## config.mk

```make
export PLATFORM = sky130hd
export DESIGN_NAME = poly_horner_eval
export DESIGN_NICKNAME = d
export VERILOG_FILES = /design/src/rtl/poly_horner_eval.sv
export SDC_FILE = /design/constraint.sdc
export NUM_CORES = 1
export LEC_CHECK = 0
export CAP_MARGIN = 20
export CELL_PAD_IN_SITES_DETAIL_PLACEMENT = 1
export CELL_PAD_IN_SITES_GLOBAL_PLACEMENT = 2
export CORE_MARGIN = 5
export CORE_UTILIZATION = 36
export CTS_CLUSTER_SIZE = 30
export DETAILED_ROUTE_END_ITERATION = 8
export GPL_TIMING_DRIVEN = 0
export PLACE_DENSITY = 0.81
export SYNTH_ARGS = -nofsm -noshare
export SYNTH_HDL_FRONTEND = slang
export SYNTH_SLANG_ARGS = --single-unit
export TNS_END_PERCENT = 20
```

## constraint.sdc

```tcl
create_clock -name clk -period 4.7 [get_ports clk]
set_input_delay 0.94 -clock clk [delete_from_list [all_inputs] [get_ports clk]]
set_output_delay 0.94 -clock clk [all_outputs]
set_load 0.02 [all_outputs]
```

## src/rtl/poly_horner_eval.sv

```systemverilog
// Serial-load Horner polynomial evaluator: acc = acc*x + a_k, one step per cycle.
// Define POLY_HORNER_SAT_EN to saturate on overflow instead of wrapping modulo 2^WIDTH.
module poly_horner_eval #(
  parameter int unsigned WIDTH  = 8,
  parameter int unsigned DEGREE = 3,
  parameter int unsigned IDXW   = $clog2(DEGREE + 2)
) (
  input  logic             clk,
  input  logic             resetn,
  input  logic             go,
  input  logic [WIDTH-1:0] data_in,
  output logic [IDXW-1:0]  load_idx,
  output logic             busy,
  output logic             done,
  output logic [WIDTH-1:0] result,
  output logic             overflow
);

  typedef enum logic [2:0] {StLoad, StWait, StInit, StStep, StDone} state_e;

  localparam int unsigned    FullW    = 2 * WIDTH + 1;
  localparam logic [IDXW-1:0] XSlot    = IDXW'(DEGREE + 1);
  localparam logic [IDXW-1:0] LastCoef = IDXW'(DEGREE);

  state_e           state_q;
  logic [WIDTH-1:0] coef_q [DEGREE+1];  // slot order: coef_q[0] = a_N ... coef_q[N] = a_0
  logic [WIDTH-1:0] x_q, acc_q, result_q;
  logic [IDXW-1:0]  idx_q, step_q;
  logic             ovf_int_q, busy_q, done_q, overflow_q;

  logic [FullW-1:0] full;
  logic [WIDTH-1:0] coef_sel, acc_next, res_final;
  logic             step_ovf, ovf_final;

  always_comb begin
    coef_sel = '0;
    for (int unsigned i = 0; i <= DEGREE; i++) begin
      if (step_q == IDXW'(i)) coef_sel = coef_q[i];
    end
    full      = FullW'(acc_q) * FullW'(x_q) + FullW'(coef_sel);
    step_ovf  = |full[FullW-1:WIDTH];
    ovf_final = ovf_int_q | step_ovf;
`ifdef POLY_HORNER_SAT_EN
    acc_next  = step_ovf ? '1 : full[WIDTH-1:0];
    res_final = ovf_final ? '1 : acc_next;
`else
    acc_next  = full[WIDTH-1:0];
    res_final = acc_next;
`endif
  end

  always_ff @(posedge clk) begin
    if (!resetn) begin
      state_q    <= StLoad;
      idx_q      <= '0;
      step_q     <= '0;
      x_q        <= '0;
      acc_q      <= '0;
      ovf_int_q  <= 1'b0;
      busy_q     <= 1'b0;
      done_q     <= 1'b0;
      result_q   <= '0;
      overflow_q <= 1'b0;
      for (int unsigned i = 0; i <= DEGREE; i++) coef_q[i] <= '0;
    end else begin
      done_q <= 1'b0;
      unique case (state_q)
        StLoad: begin
          if (go) begin
            if (idx_q == XSlot) begin
              x_q <= data_in;
            end else begin
              for (int unsigned i = 0; i <= DEGREE; i++) begin
                if (idx_q == IDXW'(i)) coef_q[i] <= data_in;
              end
            end
            state_q <= StWait;
          end
        end
        StWait: begin
          if (!go) begin
            if (idx_q == XSlot) begin
              busy_q  <= 1'b1;
              state_q <= StInit;
            end else begin
              idx_q   <= idx_q + 1'b1;
              state_q <= StLoad;
            end
          end
        end
        StInit: begin
          acc_q     <= coef_q[0];
          step_q    <= IDXW'(1);
          ovf_int_q <= 1'b0;
          state_q   <= StStep;
        end
        StStep: begin
          acc_q     <= acc_next;
          ovf_int_q <= ovf_final;
          if (step_q == LastCoef) begin
            result_q   <= res_final;
            overflow_q <= ovf_final;
            busy_q     <= 1'b0;
            done_q     <= 1'b1;
            state_q    <= StDone;
          end else begin
            step_q <= step_q + 1'b1;
          end
        end
        StDone: begin
          idx_q   <= '0;
          state_q <= StLoad;
        end
        default: state_q <= StLoad;
      endcase
    end
  end

  assign load_idx = idx_q;
  assign busy     = busy_q;
  assign done     = done_q;
  assign result   = result_q;
  assign overflow = overflow_q;

endmodule

```

# After elaboration in Yosys (flattened, before gate mapping)

Memory sizes are Yosys's and may differ from the RTL's.
Index checks and enable logic that the tools add are counted.

Muxes and demuxes: 50
$mul: 1
Bitwise logic cells: 5
Eq/ne operators: 17
Reduce and logical (&&, ||, !) cells: 14
Add/sub/neg operators: 3

Operator list:

| kind                  | count |
|---|---|
| $mux W8               | 8 |
| $mux W1               | 29 |
| $eq A3 B2 Y1 const B  | 6 |
| $mux W3               | 6 |
| $add A16 B8 Y17       | 1 |
| $mul A8 B8 Y16        | 1 |
| $pmux W8 S2           | 1 |
| $ne A2 B2 Y1 const B  | 6 |
| $pmux W3 S2           | 2 |
| $pmux W3 S4           | 1 |
| $eq A3 B1 Y1 const B  | 3 |
| $logic_not A3 Y1      | 3 |
| $reduce_and A3 Y1     | 3 |
| $reduce_or A9 Y1      | 1 |
| $add A3 B1 Y3 const B | 2 |
| $eq A3 B3 Y1 const B  | 2 |
| $reduce_and A2 Y1     | 3 |
| $reduce_bool A2 Y1    | 3 |
| $or A1 B1 Y1          | 5 |
| $pmux W1 S2           | 2 |
| $reduce_and A4 Y1     | 1 |
| $mux W2               | 1 |

Input port bits: 11
Word-level logic and storage cells: 101
Memories: 1
Bits in writable memories: 32
Register bits after elaboration: 37
Output and inout bits: 14

Memories:

| memory | words | bits a word | read ports | clocked after Yosys merged registers in | wr ports | RTL line | source |
|---|---|---|---|---|---|---|---|
| coef_q | 4     | 8           | 4          | 0                                       | 4        | 26       | `logic [WIDTH-1:0] coef_q [DEGREE+1];` |

# Logic depth before layout (Yosys ltp)

Depth in word-level cells: 9
Depth in mapped cells: 25
Gate-level depth less buffers: 24

# Least setup slack after synthesis

OpenSTA, ideal clock, no wires.

Path type: register to register
From: reg step_q[1]
To: reg ovf_int_q
Data required time: 4.576 ns
Path buffers: 2
Cell stages (with the launch flop): 24
Setup slack: -0.506 ns
Data arrival time: 5.082 ns
Library setup time: 0.124 ns
Period minus slack after synthesis: 5.206 ns
Cell sequence: dfxtp_1 inv_1 ha_1 clkbuf_1 clkbuf_1 nor2_1 a21oi_1 o21ai_1 a22oi_1 fa_1 inv_1 fa_1 inv_1 fa_1 fa_1 inv_1 ha_1 o21ai_1 nor4_2 nor3_4 xnor2_1 a2111o_1 nor4_2 o21ai_1

Longest elaborated chain between the ends: 9
Elaborated cells between the ends (all ways): 12
Classes of those cells: add/sub: 1; eq/ne: 3; mux: 5; bitwise: 1; reduce/logical: 2

RTL lines:

| item                     | RTL line | source |
|---|---|---|
| start: declaration       | 28       | `logic [IDXW-1:0] idx_q, step_q;` |
| start signal: assignment | 107      | `step_q <= step_q + 1'b1;` |
| $logic_not A3 Y1         | 38       | `if (step_q == IDXW'(i)) coef_sel = coef_q[i];` |
| $mux W8 (3 in a row)     | 38       |  |
| $mux W8 *                | 38       |  |
| $add A16 B8 Y17 *        | 40       | `full = FullW'(acc_q) * FullW'(x_q) + FullW'(coef_sel);` |
| $reduce_or A9 Y1 *       | 41       | `step_ovf = \|full[FullW-1:WIDTH];` |
| $or A1 B1 Y1 *           | 42       | `ovf_final = ovf_int_q \| step_ovf;` |
| $pmux W1 S2 *            | 67       | `unique case (state_q)` |
| end signal: assignment   | 99       | `ovf_int_q <= ovf_final;` |
| end: declaration         | 29       | `logic ovf_int_q, busy_q, done_q, overflow_q;` |

Mark *: on every way between the ends. The rest lies on a longest branch, timed or not.
A chain may end at the register's enable or synchronous reset.

# Final worst setup path

From: reg step_q[0]
To: reg overflow_q, in the netlist overflow

Longest elaborated chain between the ends: 8
Elaborated cells between the ends (all ways): 12
Classes of those cells: add/sub: 1; eq/ne: 3; mux: 4; bitwise: 1; reduce/logical: 3

RTL lines:

| item                   | RTL line | source |
|---|---|---|
| $logic_not A3 Y1       | 38       |  |
| $mux W8 (4 in a row)   | 38       |  |
| $add A16 B8 Y17        | 40       |  |
| $reduce_or A9 Y1       | 41       |  |
| $or A1 B1 Y1           | 42       |  |
| end signal: assignment | 102      | `overflow_q <= ovf_final;` |
| end: declaration       | 29       |  |

Parallel ways exist; a longest one is shown, timed or not.

==> results.ini <==
[yosys]
synth.mux.area_fraction_pct = 3.46
syn_avg_cell_area_um2 = 9.23
synth_compound_area_share_pct = 10.8
synth_top_family_by_area = adder cells
syn-cell-area_um2 = 5540
syn_nets = 705
yosysSeqAreaShare_pct = 30.7
synthSimpleGateAreaFrac_pct = 21.1
syn_inst = 600
ys.flop_type = dfxtp_1
yosys_warnings = 0
synth_edf_count = 32
yosysUniqueCellTypes = 48
async_flop_share_pct = 0
synth_xor_area_share_pct = 0.949
yosys.area_share.adder_pct = 27.2
ys_seq_elements = 69

[sta]
setup_viol = 2
rsz0062_at_grt = yes
fin_crit_sh_pct = 106
slew_headroom_pct = 58.8
period_needed_ns = 4.99
tns_ns = -0.552
final_max_slew_viol_count = 0
clock_skew_ns = 0.00885
max_freq_mhz = 201
hold_viol_final = 0
worstMarginPinSlew_ns = 0.617
setup_slack_ns = -0.287

[worst_setup_path]
crit_fanout = 8
critPathCaptureType = flip-flop
slowest_delay_ns = 0.54
startpoint_type = flip-flop
crit_chain = inv_4 -> ha_4 -> nand2_4 -> nor2_4 -> a21oi_2 -> o21ai_1 -> a22oi_2 -> fa_1 -> inv_1 -> fa_1 -> inv_1 -> fa_2 -> fa_1 -> inv_2 -> ha_4 -> o21ai_4 -> o21a_1 -> o211ai_1 -> o2111ai_2 -> a2111o_1 -> nor4_4 -> a21oi_1
path_class = flip-flop to flip-flop
worstPathRequired_ns = 4.91
cpMostUsedCell = fa_1
critPathArrivalTime_ns = 5.20
slowest_stage = fa_1

[die]
die_height_um = 134
io_pins = 25
dieArea_um2 = 18000
fp-row-count = 45
core_um2 = 15100
initial_core_util_pct = 36.6
die_x_um = 134

[clock_network]
cts-root-buf = clkbuf_16
htree_levels = 3
cts_sinks = 69
cts_made_buffers = 9
tritoncts = built
path_clk_slew_ns = 0.06
clock_latency_ns = 0.34
cts_max_path_buffers = 2
cts_hold_buf = 0

[power_and_ir_drop]
p_total_uw = 1430
ir_drop_uv = 189
cellPowerDensity_nw_per_um2 = 211
power_leakage_uw = 0.00283

[route]
post_drt_wl_per_cell_um = 17.8
final_antenna_net_count = 0
wl_um = 14900
route.detailed.drc = 0
dr.pass1.iters = 4
first_iter_violations = 174
vias_per_cell = 5.19
vias = 4362

[place]
hpwl_um = 11700
io_buffers = 24
gp_congestion = 0.805
pre_cts_ws_ns = -0.713

[job]
cap_violations = 0

[global_routing]
antenna_found_initial = 0
track_usage_pct = 17.5
grt_pass1_wl_um = 25000
grt_pass1_vias = 4849
grt_max_degree = 13
gr-total-overflow = 0

[layout]
fillers = 1728
nets = 751
syn2layout_area_growth_pct = 22.5
final_common_cell = and2_1
layout_common_cells = and2_1, nand2_1, inv_1
drive_above_1_share_pct = 12.9

[hold_path]
hp-class = flip-flop to flip-flop

[outcome]
failed_checks = negative setup slack
status = complete, but fails checks

cells in the mapped netlist (2+ instances only):
library cell / n / area [µm²]
xnor2_1: 6 / 52.6
inv_1: 63 / 236
a211oi_1: 10 / 75.1
and3_1: 3 / 18.8
nor3_1: 3 / 15.0
edfxtp_1: 32 / 961
and2_1: 74 / 463
nor3b_1: 3 / 22.5
a21oi_1: 33 / 165
nor2_1: 51 / 191
clkbuf_1: 20 / 75.1
a22oi_1: 6 / 45.0
nor4_2: 2 / 25.0
ha_1: 50 / 626
a211oi_2: 2 / 25.0
mux2i_1: 18 / 180
nand2b_1: 8 / 50.1
nand3_1: 8 / 40.0
nand2_1: 74 / 278
o211ai_1: 4 / 30.0
o21ai_0: 6 / 30.0
a22o_1: 3 / 26.3
o21ai_1: 13 / 65.1
o21bai_1: 2 / 15.0
a31oi_1: 2 / 12.5
o21a_1: 2 / 15.0
o2111ai_1: 2 / 17.5
dfxtp_1: 37 / 741
fa_1: 44 / 881
cell families (layout without fill, tap and decap cells):
group	count (synthesis)	count (layout)
DFF	69	69
other	0	1
and+or+nand+nor	233	233
muxes	19	19
AOI/OAI and AO/OA	94	94
buffers and inverters	85	136
xor gates and xnor gates	6	6
adders and majority gates	94	94
state kept, by name, summed over array words and instances, names as in the netlist:
signal     count
coef_q        32
acc_q          8
result         8
x_q            8
load_idx       3
state_q        3
step_q         3
busy           1
done           1
overflow       1
ovf_int_q      1
repair_timing:
| action | 4_1_cts | 5_1_grt |
|---|---|---|
| pin swaps | 38 | 2 |
| gates resized for setup | 37 | 2 |
| cloned | 1 | 0 |
| endpoints found under the setup margin | 3 | 3 |
| setup buffers | 13 | 0 |
metal layers:
layer / wire length [µm] / vias to the layer above / GRT usage, % / share of wire (%)
met1: 6450 / 2215 / 21.0 / 43
li1: - / 2098 / - / -
met3: 207 / 17 / 2.59 / 1.4
met5: 0 / - / 0 / 0
met2: 8060 / 32 / 33.3 / 54
met4: 223 / 0 / 3.51 / 1.5
worst max-delay path: cells and delay by family, from the launching register on:
kind / cells / cell delay (ns)
fa+ha+maj: 6 / 2.43
compound gates: 9 / 1.44
flops: 1 / 0.37
simple gates: 3 / 0.37
buf+inv: 4 / 0.27
power breakdown:
group / internal (µW) / total [µW] / switching [µW]
registers: 643 / 654 / 11.1
clock network: 391 / 652 / 261
logic: 52.2 / 126 / 73.6
total: 1090 / 1430 / 346
final timing paths:
path | start | end | slack (ns) | cells past startpoint
hold / removal | result[5] | result[5] | 0.45 | 2
setup reg to reg | step_q[0] | overflow | -0.29 | 22
hold reg to reg | result[5] | result[5] | 0.45 | 2
setup / recovery | step_q[0] | overflow | -0.29 | 22
cell type report:
class,instances,area (µm²),area share [%]
Multi-Input combinational cell,446,3820,56.3
Sequential cell,69,1710,25.2
Timing Repair Buffer,38,364,5.36
Clock buffer,12,258,3.80
Inverter,64,245,3.61
Tap cell,188,235,3.47
Buffer,18,121,1.79
Clock inverter,4,30.0,0.442
Antenna cell,1,2.50,0.0369
through the flow:
stage | util (%) | instances | hold slack (ns) | instance area, µm²
floorplan | - | 600 | 0.441 | 5740
global placement | 41.1 | 812 | 0.447 | 6220
detailed placement | 41.1 | 812 | 0.454 | 6220
CTS | 44.8 | 839 | 0.461 | 6780
global route | 44.8 | 839 | 0.477 | 6790
finish | 44.8 | 840 | 0.455 | 6790
No activity file was read; power rests on OpenSTA's default activity.
